<file path="config.mk">
export PLATFORM = sky130hd
export DESIGN_NAME = rr_mux_arbiter
export DESIGN_NICKNAME = d
export VERILOG_FILES = /design/src/rtl/rr_mux_arbiter_pkg.sv /design/src/rtl/rr_mux_arbiter_pick.sv /design/src/rtl/rr_mux_arbiter.sv
export SDC_FILE = /design/constraint.sdc
export NUM_CORES = 1
export LEC_CHECK = 0
export ABC_AREA = 1
export CAP_MARGIN = 25
export CELL_PAD_IN_SITES_DETAIL_PLACEMENT = 1
export CELL_PAD_IN_SITES_GLOBAL_PLACEMENT = 1
export CORE_ASPECT_RATIO = 1.5
export CORE_MARGIN = 3
export CORE_UTILIZATION = 27
export CTS_CLUSTER_SIZE = 16
export DETAILED_ROUTE_END_ITERATION = 10
export PLACE_DENSITY_LB_ADDON = 0.25
export REMOVE_ABC_BUFFERS = 1
export SYNTH_ARGS = -nofsm -noshare
export SYNTH_HDL_FRONTEND = slang
export SYNTH_SLANG_ARGS = --single-unit
</file>
<file path="constraint.sdc">
create_clock -name clk -period 6.2 [get_ports clk]
set_input_delay 0.93 -clock clk [delete_from_list [all_inputs] [get_ports clk]]
set_output_delay 0.93 -clock clk [all_outputs]
set_load 0.005 [all_outputs]
</file>
<file path="src/rtl/rr_mux_arbiter_pkg.sv">
// Shared definitions for the round-robin result-bus arbiter.
//   NUM_REQ / SEL_W / DATA_W : requester count, select width, word width
//   S_IDLE / S_XFER          : arbiter state encodings
//   mux8                     : 8:1 word mux feeding the out_data capture register
package arb_pkg;

  localparam int NUM_REQ = 8;
  localparam int SEL_W   = 3;
  localparam int DATA_W  = 16;

  localparam logic [0:0] S_IDLE = 1'b0;
  localparam logic [0:0] S_XFER = 1'b1;

  function automatic logic [DATA_W-1:0] mux8(
    input logic [NUM_REQ*DATA_W-1:0] d,
    input logic [SEL_W-1:0]          s
  );
    return d[s*DATA_W +: DATA_W];
  endfunction

endpackage

</file>
<file path="src/rtl/rr_mux_arbiter_pick.sv">
// Round-robin pick: first requester at or after ptr, wrapping modulo 8.
//   req   : request vector
//   ptr   : highest-priority index for this decision
//   idx   : chosen requester (valid only when found=1)
//   found : at least one request present
module rr_pick
  import arb_pkg::*;
(
  input  logic [NUM_REQ-1:0] req,
  input  logic [SEL_W-1:0]   ptr,
  output logic [SEL_W-1:0]   idx,
  output logic               found
);

  logic [NUM_REQ-1:0] rot;
  logic [SEL_W:0]     lsh;
  logic [SEL_W-1:0]   off;

  // Rotate so that requester ptr lands at bit 0; a left shift by 8 (ptr=0) yields zero.
  assign lsh = (SEL_W+1)'(NUM_REQ) - {1'b0, ptr};
  assign rot = (req >> ptr) | (req << lsh);

  always_comb begin
    off   = '0;
    found = 1'b0;
    for (int i = NUM_REQ-1; i >= 0; i--) begin
      if (rot[i]) begin
        found = 1'b1;
        off   = SEL_W'(i);
      end
    end
  end

  // Un-rotate; the 3-bit add wraps naturally.
  assign idx = ptr + off;

endmodule

</file>
<file path="src/rtl/rr_mux_arbiter.sv">
// Round-robin arbiter sharing one result bus between 8 requesters.
//   clk, rst    : clock, synchronous active-high reset
//   req,data_in : per-requester request level and word (requester i at [i*DATA_W +: DATA_W])
//   gnt, sel    : registered one-hot grant and its index
//   ack         : one-hot handshake pulse for the granted requester
//   out_data, out_valid, out_ready : downstream valid/ready interface
//   busy        : transfer in progress
//
// state  | meaning
// S_IDLE | waiting for any request; picks next owner in ptr order
// S_XFER | word captured, holding out_valid until out_ready
module rr_mux_arbiter #(
  parameter  int DATA_W  = 16,
  parameter  int NUM_REQ = 8,
  localparam int SEL_W   = $clog2(NUM_REQ)
) (
  input  logic                      clk,
  input  logic                      rst,
  input  logic [NUM_REQ-1:0]        req,
  input  logic [NUM_REQ*DATA_W-1:0] data_in,
  output logic [NUM_REQ-1:0]        gnt,
  output logic [SEL_W-1:0]          sel,
  output logic [NUM_REQ-1:0]        ack,
  output logic [DATA_W-1:0]         out_data,
  output logic                      out_valid,
  input  logic                      out_ready,
  output logic                      busy
);

  import arb_pkg::*;

  logic [0:0]       state;
  logic [SEL_W-1:0] ptr;
  logic [SEL_W-1:0] pick_idx;
  logic             pick_found;
  logic             hshk;

  rr_pick u_pick (
    .req   (req),
    .ptr   (ptr),
    .idx   (pick_idx),
    .found (pick_found)
  );

  assign hshk = out_valid & out_ready;
  assign ack  = gnt & {NUM_REQ{hshk}};
  assign busy = (state == S_XFER);

  always_ff @(posedge clk) begin
    if (rst) begin
      state     <= S_IDLE;
      ptr       <= '0;
      gnt       <= '0;
      sel       <= '0;
      out_data  <= '0;
      out_valid <= 1'b0;
    end else begin
      case (state)
        S_IDLE: begin
          if (pick_found) begin
            gnt       <= NUM_REQ'(1) << pick_idx;
            sel       <= pick_idx;
            out_data  <= mux8(data_in, pick_idx);
            out_valid <= 1'b1;
            state     <= S_XFER;
          end
        end
        default: begin
          if (hshk) begin
            // Granted port drops to lowest priority; sel is kept for observation.
            out_valid <= 1'b0;
            gnt       <= '0;
            ptr       <= sel + 1'b1;
            state     <= S_IDLE;
          end
        end
      endcase
    end
  end

endmodule

</file>
==> results.sh, run 1 <==
export IMPL_cts_setup_buffers=0
export IMPL_die_h_um=134.2
export IMPL_vias=3966
export IMPL_pin_count=176
export IMPL_grt_max_degree=35
export IMPL_finalHoldViolations=0
export IMPL_cts_max_level=2
export IMPL_dr_pass1_iters=4
export IMPL_hold_slack_ns=0.5009
export IMPL_dr_wl_met2_um=7949
export IMPL_final_common_cell="clkdlybuf4s50_1"
export IMPL_final_cell_mix="175 x clkdlybuf4s50_1, 111 x nand2_1, 69 x nand3_1, 53 x nor2_1, 36 x inv_1"
export IMPL_post_cts_resize_count=0
export IMPL_nNetsFinal=777
export IMPL_cts_tree="done"
export IMPL_grt_pass1_wl_um=21930
export IMPL_area_delta_synth_final_pct=66.68
export IMPL_start_kind="register"
export IMPL_synth_avg_cell_area_um2=6.269
export IMPL_drcViolationCount=0
export IMPL_hold_class="register to register"
export IMPL_relSlewSlack_pct=33.74
export IMPL_numCtsBuffers=5
export IMPL_r2r_slack_ns=1.0
export IMPL_max_cap_violations=0
export IMPL_start_util_pct=27.79
export IMPL_ant_nets=0
export IMPL_drive_above_1_share_pct=8.189
export IMPL_status="completed"
export IMPL_vias_per_cell=5.091
export IMPL_cp_required_ns=6.37
export IMPL_power_leakage_nw=2.005
export IMPL_yosysWarnings=0
export IMPL_detailroute_wirelength_met3_um=989
export IMPL_synthArstFlopShare_pct=0
export IMPL_powerDensity_nw_per_um2=214.8
export IMPL_cts_path_max_buffers=2
export IMPL_endpoint_kind="register"
export IMPL_hold_buffers=0
export IMPL_syn_area_um2=2959
export IMPL_ys_ff_latch=32
export IMPL_fp_coreArea_um2=10650
export IMPL_antenna_cells=0
export IMPL_synth_ff_type="dfxtp_1"
export IMPL_wire_per_inst_um=18.18
export IMPL_synth_distinct_cells=37
export IMPL_finalSetupTns_ns=0
export IMPL_dp_hpwl_um=11640
export IMPL_vdd_ir_drop_max_v=0.0001052
export IMPL_tightest_slew_ns=0.9929
export IMPL_fmax_ghz=0.1923
export IMPL_fillers=1380
export IMPL_clk_latency_ns=0.28
export IMPL_cts_sinks=32
export IMPL_routed_wl_um=14160
export IMPL_setup_viol=0
export IMPL_grt_pass1_vias=4439
export IMPL_fin_crit_ns=5.201
export IMPL_rsz0062_at_grt="no"
export IMPL_gp_congestion=0.9419
export IMPL_wl_met1_um=4886
export IMPL_io_buffer_count=175
export IMPL_maxUsedRoutingLayer="met4"
export IMPL_die_area_um2=12280
export IMPL_synth_edff_count=0
export IMPL_cp_data_arrival_time_ns=5.37
export IMPL_grt_overflow_total=0
export IMPL_antenna_found_initial=0
export IMPL_grt_use_total_pct=22.32
export IMPL_synth_cells=472
export IMPL_first_iter_violations=140
export IMPL_num_rows=46
export IMPL_clk_pin_slew_worst_paths_ns=0.06
export IMPL_drv_slew=0
export IMPL_dieWidth_um=91.48
export IMPL_path_class="register to register"
export IMPL_min_period_over_period_pct=83.88
export IMPL_path_max_fanout=27
export IMPL_ys_seq_area_share_pct=21.65
export IMPL_ctsRootBufferMaster="clkbuf_16"
export IMPL_finClkSkew_ns=0.009607
==> worst max-delay path, cell delays in order (launching register included) <==
cell and delay (ns):
dfxtp_1 0.58, inv_2 0.22, ha_1 0.51, inv_1 0.17, nand3_1 0.12, nand2_1 0.09
nand2_1 0.08, nand2_1 0.05, nor2_1 0.16, a31oi_1 0.09, o21ai_0 0.15, nand2_1 0.07
a21oi_1 0.13, ha_1 0.16, inv_1 0.05, fa_1 0.54, inv_1 0.09, nand2_1 0.07
clkinv_1 0.66, buf_4 0.44, a22o_1 0.18, a221oi_1 0.20, nand3_1 0.12, nand2_1 0.10
nor2_1 0.04
==> power breakdown <==
group	switching, mW	internal (mW)
combinational	0.299	0.262
clock	0.0977	0.148
sequential	0.0208	0.233
==> layout make-up <==
class                   instances  area, um^2  share of cell area (%)
clock buffers                   5       125.1                   2.537
clock inverters                 3       18.77                  0.3805
inverters                      43       166.4                   3.374
multi-input cells             370        1989                   40.33
flip-flops and latches         32       640.6                   12.99
well taps                     144       180.2                   3.653
repair buffers                182        1812                   36.73
==> logic make-up after synthesis <==
kind of cell	share of synthesized area, %
compound gates	21.61
xor+xnor	0.5921
fa+ha+maj	1.945
buf+inv	11.29
flops	21.65
simple gates	42.92
==> per-stage QoR <==
stage	power, mW	area [um^2]	utilization (%)	instances	setup WS (ns)
after global placement	0.8125	4773	44.83	770	1.021
after global routing	1.140	4932	46.32	779	0.4746
after CTS	1.075	4932	46.32	779	0.9268
after floorplan	0.5496	2791	-	445	1.806
after detailed placement	0.8264	4788	44.97	771	0.8473
final	1.060	4932	46.32	779	0.9994
==> path summary, 6_finish.rpt <==
path,from,end,depth (start not counted)
worst min register to register,out_valid,out_valid,2
worst min-delay path,out_valid,out_valid,2
worst max-delay path,ptr[0],out_data[9],24
worst max register to register,ptr[0],out_data[9],24
==> sequential cells by signal (all words and copies together) (netlist names) <==
name       cells
sel            3
ptr            3
gnt            8
out_valid      1
busy           1
out_data      16
==> cell usage after synthesis (2+ instances only) <==
| library cell | instances | area, um^2 |
|---|---|---|
| a22oi_1 | 16 | 120.1 |
| nor2_2 | 6 | 37.54 |
| a22o_1 | 16 | 140.1 |
| buf_2 | 5 | 25.02 |
| nor2_1 | 55 | 206.5 |
| nand3_1 | 69 | 345.3 |
| nand2_1 | 111 | 416.7 |
| dfxtp_1 | 32 | 640.6 |
| buf_6 | 6 | 67.56 |
| a21oi_2 | 3 | 26.28 |
| a221oi_1 | 16 | 140.1 |
| o21ai_0 | 6 | 30.03 |
| inv_1 | 36 | 135.1 |
| o21ai_1 | 2 | 10.01 |
| xor2_1 | 2 | 17.52 |
| inv_4 | 2 | 12.51 |
| inv_2 | 2 | 7.510 |
| nand4_1 | 8 | 50.05 |
| clkinv_1 | 3 | 11.26 |
| nor2_4 | 4 | 45.04 |
| a21oi_1 | 30 | 150.1 |
| clkbuf_1 | 13 | 48.80 |
| nand2_4 | 3 | 33.78 |
| ha_1 | 3 | 37.54 |
| nand3_2 | 3 | 30.03 |
| nand2_2 | 9 | 56.30 |
==> metal layers <==
metal	vias up	global-route usage, %
met4	0	6.628
met3	24	6.117
met2	143	45.06
li1	1931	-
met1	1868	21.29
met5	-	0
Note: power is estimated with default switching activity, not from simulation.
==> run 2: changes to the inputs <==
CORE_UTILIZATION = 25   (was 27)
clock period = 5.1 ns   (was 6.2 ns; I/O delays follow)
==> run 2 against run 1 <==
Global-route usage is 2.4 points lower. Non-clock buffer count is 1 lower. Register-to-register slack worse by 0.36 ns. Hold slack better by 0.0026 ns. Utilization is 3.6 points lower. Cell count is 0.64% higher. Critical endpoint is now out_data[10]. Largest power group unchanged.
==> results.sh, run 2 (synthesis gave the netlist of run 1 again) <==
export IMPL_status="completed"
export IMPL_routed_wl_um=13250
export IMPL_first_iter_violations=124
export IMPL_finClkSkew_ns=0.004158
export IMPL_max_cap_violations=0
export IMPL_powerDensity_nw_per_um2=259.4
export IMPL_endpoint_kind="register"
export IMPL_hold_class="register to register"
export IMPL_final_common_cell="clkdlybuf4s50_1"
export IMPL_min_period_over_period_pct=87.50
export IMPL_dp_hpwl_um=10640
export IMPL_final_cells=784
export IMPL_largest_register="out_data"
export IMPL_fillers=1479
export IMPL_power_leakage_nw=1.995
export IMPL_numCtsBuffers=5
export IMPL_finalHoldViolations=0
export IMPL_vias_per_cell=4.990
export IMPL_reg_top3="out_data (16), gnt (8)"
export IMPL_io_buffer_count=175
export IMPL_path_cells="inv_2, ha_1, inv_1, nand3_1, nand2_1, nand2_1, nand2_1, nor2_1, a31oi_1, o21ai_0, nand2_1, a21oi_1, ha_1, inv_1, fa_1, inv_1, nand2_1, clkinv_1, buf_4, a22o_1, a221oi_1, nand4_1, nand2_1, nor2_1"
export IMPL_cp_required_ns=5.27
export IMPL_wire_per_inst_um=16.90
export IMPL_drv_slew=0
export IMPL_grt_max_degree=35
export IMPL_dp_cells=776
export IMPL_area_delta_synth_final_pct=66.51
export IMPL_cts_tree="done"
export IMPL_die_h_um=139.2
export IMPL_setup_viol=0
export IMPL_finalSetupTns_ns=0
export IMPL_drcViolationCount=0
export IMPL_worst_path_max_delay_cell="dfxtp_1"
export IMPL_p_int_mw=0.7916
export IMPL_drive_above_1_share_pct=7.729
export IMPL_fin_crit_ns=4.463
export IMPL_fmax_ghz=0.2241
export IMPL_cp_data_arrival_time_ns=4.63
export IMPL_cts_max_level=2
export IMPL_cts_sinks=32
export IMPL_antenna_cells=0
export IMPL_tightest_slew_ns=0.6284
export IMPL_relSlewSlack_pct=57.99
export IMPL_p_sw_mw=0.4863
export IMPL_seqPwrFrac_pct=24.0
export IMPL_grt_use_total_pct=19.91
export IMPL_ctsRootBufferMaster="clkbuf_16"
export IMPL_clk_pin_slew_worst_paths_ns=0.05
export IMPL_clk_latency_ns=0.28
export IMPL_vdd_ir_drop_max_v=0.0001628
export IMPL_grt_overflow_total=0
export IMPL_largest_reg_flops=16
export IMPL_antenna_found_initial=0
export IMPL_rsz0062_at_grt="no"
export IMPL_final_cell_mix="175 x clkdlybuf4s50_1, 111 x nand2_1, 69 x nand3_1, 53 x nor2_1, 36 x inv_1"
export IMPL_cp_buffers_inverters=6
export IMPL_ant_nets=0
export IMPL_start_kind="register"
export IMPL_fp_coreArea_um2=11530
export IMPL_critPathMostFrequentCell="nand2_1"
export IMPL_dieWidth_um=94.83
export IMPL_hold_buffers=0
export IMPL_vias=3912
export IMPL_swShare_pct=38.06
export IMPL_gp_congestion=0.8962
export IMPL_clkPwrFrac_pct=23.3
export IMPL_grt_pass1_wl_um=20510
export IMPL_critPathTopFamily="adder cells"
export IMPL_grt_pass1_vias=4214
export IMPL_post_cts_resize_count=0
export IMPL_cts_path_max_buffers=2
export IMPL_nNetsFinal=776
export IMPL_path_class="register to register"
export IMPL_path_max_fanout=34
export IMPL_num_rows=48
export IMPL_combinationalPowerShare_pct=52.6
export IMPL_start_util_pct=25.66
export IMPL_cts_setup_buffers=0
export IMPL_slowest_delay_ns=0.58
export IMPL_multi_input_area_um2=1989
export IMPL_die_area_um2=13200
export IMPL_pin_count=176
export IMPL_layout_area_seq_um2=640.6
export IMPL_dr_pass1_iters=4
run 2: cell types whose count changed in the layout (fill, tap and decap cells not counted), sizes merged:
cell | previous run | this run
clkinv | 6 | 3
buf | 7 | 6
clkbuf | 5 | 8
run 2: worst min-delay path: cells and delay by family (launching register included):
family / cells / cell delay [ns]
AO/OA/AOI/OAI: 1 / 0.06
AND/OR/NAND/NOR: 1 / 0.07
flip-flops: 1 / 0.33
run 2: metrics by stage:
stage | utilization (%) | setup WS [ns] | power (mW) | instance area (um^2) | hold slack (ns)
after floorplan | - | 0.7063 | 0.6682 | 2791 | 0.4796
after global placement | 41.46 | 0.7992 | 0.9810 | 4781 | 0.4830
after detailed placement | 41.46 | 0.6554 | 0.9921 | 4781 | 0.4964
after CTS | 42.73 | 0.6174 | 1.297 | 4927 | 0.5047
after global routing | 42.73 | 0.1141 | 1.374 | 4927 | 0.5284
final | 42.73 | 0.6373 | 1.278 | 4927 | 0.5035
run 2: cell type report:
class | instances | area share, %
Sequential cell | 32 | 13.00
Clock buffer | 8 | 2.971
Tap cell | 150 | 3.809
Multi-Input combinational cell | 370 | 40.38
Inverter | 43 | 3.377
Timing Repair Buffer | 181 | 36.47
run 2: layer usage:
| layer | track usage [%] | vias up | part of all wire (%) |
|---|---|---|---|
| met3 | 7.139 | 24 | 8.7 |
| met1 | 19.39 | 1828 | 35 |
| li1 | - | 1922 | - |
| met2 | 37.29 | 138 | 54 |
| met4 | 7.300 | 0 | 2.8 |
| met5 | 0 | - | 0 |
run 2: power by group through the flow:
stage,Clock [mW],Sequential (mW),Combinational (mW)
floorplan,0,0.311,0.357
global placement,0,0.311,0.670
detailed placement,0,0.313,0.680
CTS,0.306,0.308,0.683
global route,0.317,0.312,0.745
finish,0.298,0.307,0.672
run 2: final timing paths:
| path | startpoint | end | slack [ns] | cells past startpoint |
|---|---|---|---|---|
| min reg2reg | out_valid | out_valid | 0.50 | 2 |
| max | ptr[0] | out_data[10] | 0.64 | 24 |
| min | out_valid | out_valid | 0.50 | 2 |
| max reg2reg | ptr[0] | out_data[10] | 0.64 | 24 |
==> run 3: changes to the inputs <==
HOLD_SLACK_MARGIN = 0.03   (was unset)
SLEW_MARGIN = 0   (was unset)
==> results of run 3 <==
The final DEF is identical to that of run 2; final timing and power are the same.
==> RTL edit 1, RTL diff (settings of run 3) <==
`DATA_W` is set to 16 in 2 places; all go to 32.
--- a/src/rtl/rr_mux_arbiter_pkg.sv
+++ b/src/rtl/rr_mux_arbiter_pkg.sv
@@ -8,3 +8,3 @@
   localparam int SEL_W   = 3;
-  localparam int DATA_W  = 16;
+  localparam int DATA_W  = 32;
 
--- a/src/rtl/rr_mux_arbiter.sv
+++ b/src/rtl/rr_mux_arbiter.sv
@@ -12,3 +12,3 @@
 module rr_mux_arbiter #(
-  parameter  int DATA_W  = 16,
+  parameter  int DATA_W  = 32,
   parameter  int NUM_REQ = 8,
Ports: changed (resized data_in and out_data); port bits go from 176 to 320. The function was not compared with the original's and may differ.
==> RTL edit 1 against run 3 <==
- sequential cell count up 16
- synthesized area up 50%
- highest routed layer unchanged
- critical endpoint is now out_data[9]
- worst setup slack lost 0.12 ns
- total power increased by 75%
- largest cell class is now buffers
- cell area grew 63%
- wire length grew 87%
- first-iteration DRC count is 140% higher
- worst hold slack better by 0.0030 ns
==> RTL edit 1: results <==
group,metric,value,unit
outcome,status,"finished clean",
cells_and_area,nFillCells,2187,
synth,ys_top_cells_by_area,"dfxtp_1, nand2_1, nand3_1, nor2_1, a221oi_1",
grt,grt_usage,0.244,
synth,seq_area_frac_synth,0.216,
route,wl_met2,13400,µm
place,gp_congestion,0.921,
power,switching_share,0.401,
synth,synthTopCellsByCount,"nand2_1, nand3_1, nor2_1, inv_1, dfxtp_1",
synth,ys_types,36,
grt,grt_pass1_wl,36900,µm
worst_setup_path,path_max_fanout,20,
route,vias,6199,
route,wirelength,24700,µm
power,power.internal,1.34,mW
grt,grt_max_degree,60,
synth,syn_inst,702,
place,dp.cells,1198,
place,place_hpwl,19800,µm
clock_tree,clk_pin_slew,0.07,ns
sta,worstMarginPinSlew,0.832,ns
grt,grt_pass1_vias,6531,
place,pre_cts_ws,0.285,ns
worst_setup_path,cp.arrival,4.77,ns
route,wl_met1,9240,µm
RTL edit 1: changes by cell type after synthesis, moves of 18 or more:
cell,run 3,this run
nand2_1,111,150
nand3_1,69,91
nor2_1,55,82
nor3_1,1,19
RTL edit 1: area by class of cell:
cell class	instances	share of cell area
well taps	213	0.0332
flip-flops and latches	48	0.120
inverters	54	0.0257
clock inverters	1	0.00374
repair buffers	340	0.424
clock buffers	7	0.0190
multi-input cells	543	0.375
RTL edit 1: worst max-delay path: stages, from the launching register on:
cell and delay, ns:
dfxtp_1 0.62, inv_4 0.05, ha_1 0.32, inv_1 0.25
nand3_1 0.12, nand3_1 0.10, nand2_1 0.05, nand2_1 0.06
nand2_1 0.11, o21ai_0 0.19, nand2_1 0.06, a21boi_0 0.18
ha_1 0.17, inv_1 0.05, fa_1 0.62, inv_1 0.11
nand2_1 0.09, inv_2 0.21, a22o_1 0.25, a221oi_1 0.42
buf_4 0.20, nand4_1 0.09, nand2_1 0.10, nor2_1 0.04
RTL edit 1: routing by layer:
layer,vias up,global-route usage
li1,3020,-
met1,2939,0.272
met2,221,0.459
met3,19,0.0646
met4,0,0.0495
met5,-,0
RTL edit 1: logic make-up after synthesis:
family,synth area share
AO/OA/AOI/OAI,0.247
flip-flops,0.216
adder cells (fa/ha/maj),0.0129
AND/OR/NAND/NOR,0.410
buffers and inverters,0.110
XOR/XNOR,0.00394
RTL edit 1: worst paths after layout:
kind            endpoint  slack (ns)
max reg2reg  out_data[9]        0.52
min reg2reg    out_valid        0.51
max          out_data[9]        0.52
min            out_valid        0.51
==> RTL edit 2, RTL diff (flow settings as in run 3) <==
Made on the original files. Make the reset (`rst`) asynchronous in one clocked block. Comments in the files are not updated.
--- a/src/rtl/rr_mux_arbiter.sv
+++ b/src/rtl/rr_mux_arbiter.sv
@@ -48,3 +48,3 @@
 
-  always_ff @(posedge clk) begin
+  always_ff @(posedge clk or posedge rst) begin
     if (rst) begin
Behaviour: differs if rst is asserted again (counterexample within 4 cycles, from zero or initial values and one cycle with rst high); with rst held inactive, the same outputs for 10 cycles.
==> RTL edit 2 against run 3 <==
- synthesized area decreased by 4.5%
- count of clock-buffer cells in the layout down 3
- wire length increased by 2.9%
- critical path depth up 1
- worst setup slack lost 0.14 ns
- maximum frequency down 3.1%
- cell area fell by 1.7%
- sequential cell count did not move
Power is not compared: it rests on default switching activity, and its combinational part moved more than twofold at a synthesized area within 25%.
==> RTL edit 2: results <==
group,metric,value,unit
place,dp.cells,709,
grt,grt_pass1_vias,4048,
grt,grt_pass1_wl,20700,µm
synth,ys_top_cells_by_area,"dfrtp_1, nand2_1, nand3_1, a221oi_1, a22o_1",
sta,period_needed,4.61,ns
cells_and_area,finalNetCount,715,
worst_setup_path,rr_startpoint,"ptr[1]",
cells_and_area,nFillCells,1380,
synth,synthTopCellsByCount,"nand2_1, nand3_1, a221oi_1, a22o_1, dfrtp_1",
synth,seq_area_frac_synth,0.283,
cells_and_area,nFlopsAndLatches,32,
route,via_per_inst,5.17,
worst_setup_path,reg2regPathDepth,25,
grt,grt.met3_usage,0.0609,
worst_setup_path,cp.arrival,4.78,ns
sta,skew,0.00673,ns
synth,async_flop_share,1.00,
route,wl_met2,7320,µm
route,wl_met1,5000,µm
route,vias,3707,
place,gp_congestion,0.955,
worst_setup_path,rr_endpoint,"out_data[4]",
cells_and_area,nNonClkBuffers,183,
cells_and_area,seqCellArea,802,µm²
route,met3WireLength,945,µm
route,wirelength,13600,µm
outcome,status,"finished clean",
synth,yosys.area_share.xor_xnor,0.00620,
cells_and_area,clk_share,0.0346,
cells_and_area,nMultiInputCombCells,325,
cells_and_area,n_clock_buffer,5,
cells_and_area,num-nonclk-inverters,25,
synth,avgSynthCellArea,6.93,µm²
worst_setup_path,regToRegSetupSlack,0.49,ns
synth,synth_compound_area_frac,0.236,
cells_and_area,drive_above_1_share,0.0716,
cells_and_area,multi_input_area,1790,µm²
worst_setup_path,cpMaxStageDelayCell,"fa_1",
cells_and_area,bufAreaShareNonClock,0.374,
synth,synth_fa_ha_area_frac,0.0204,
sta,worstMarginPinSlew,0.968,ns
place,pre_cts_ws,0.524,ns
synth,synth_flop_cell,"dfrtp_1",
grt,met2_usage,0.402,
==> RTL edit 2: cell types whose count changed in the layout (fill, tap and decap cells not counted), moves of 3 or more <==
cell,change
nand2_1,+14
dfrtp_1,+31
nor2_1,-32
dfxtp_1,-32
nor2_4,-3
a221oi_1,+16
a22oi_1,-16
a21oi_2,-3
nand4_1,-7
o21ai_1,+6
a22o_1,+16
a21oi_1,-27
inv_1,-18
==> RTL edit 2: how the worst min path moves through the flow <==
| stage | to | cells past startpoint | start | slack, ns |
|---|---|---|---|---|
| after floorplan | out_data[0] | 2 | out_data[0] | 0.47 |
| after global placement | out_data[15] | 2 | out_data[15] | 0.46 |
| after detailed placement | out_data[2] | 2 | out_data[2] | 0.47 |
| after CTS | out_data[2] | 2 | out_data[2] | 0.49 |
| after global routing | out_data[8] | 2 | out_data[8] | 0.51 |
| final | out_data[2] | 2 | out_data[2] | 0.49 |
==> RTL edit 2: tightest hold or removal path, cell delays in order (launching register included) <==
cell	delay, ns
dfrtp_1	0.35
nand2_1	0.06
nand2_1	0.05
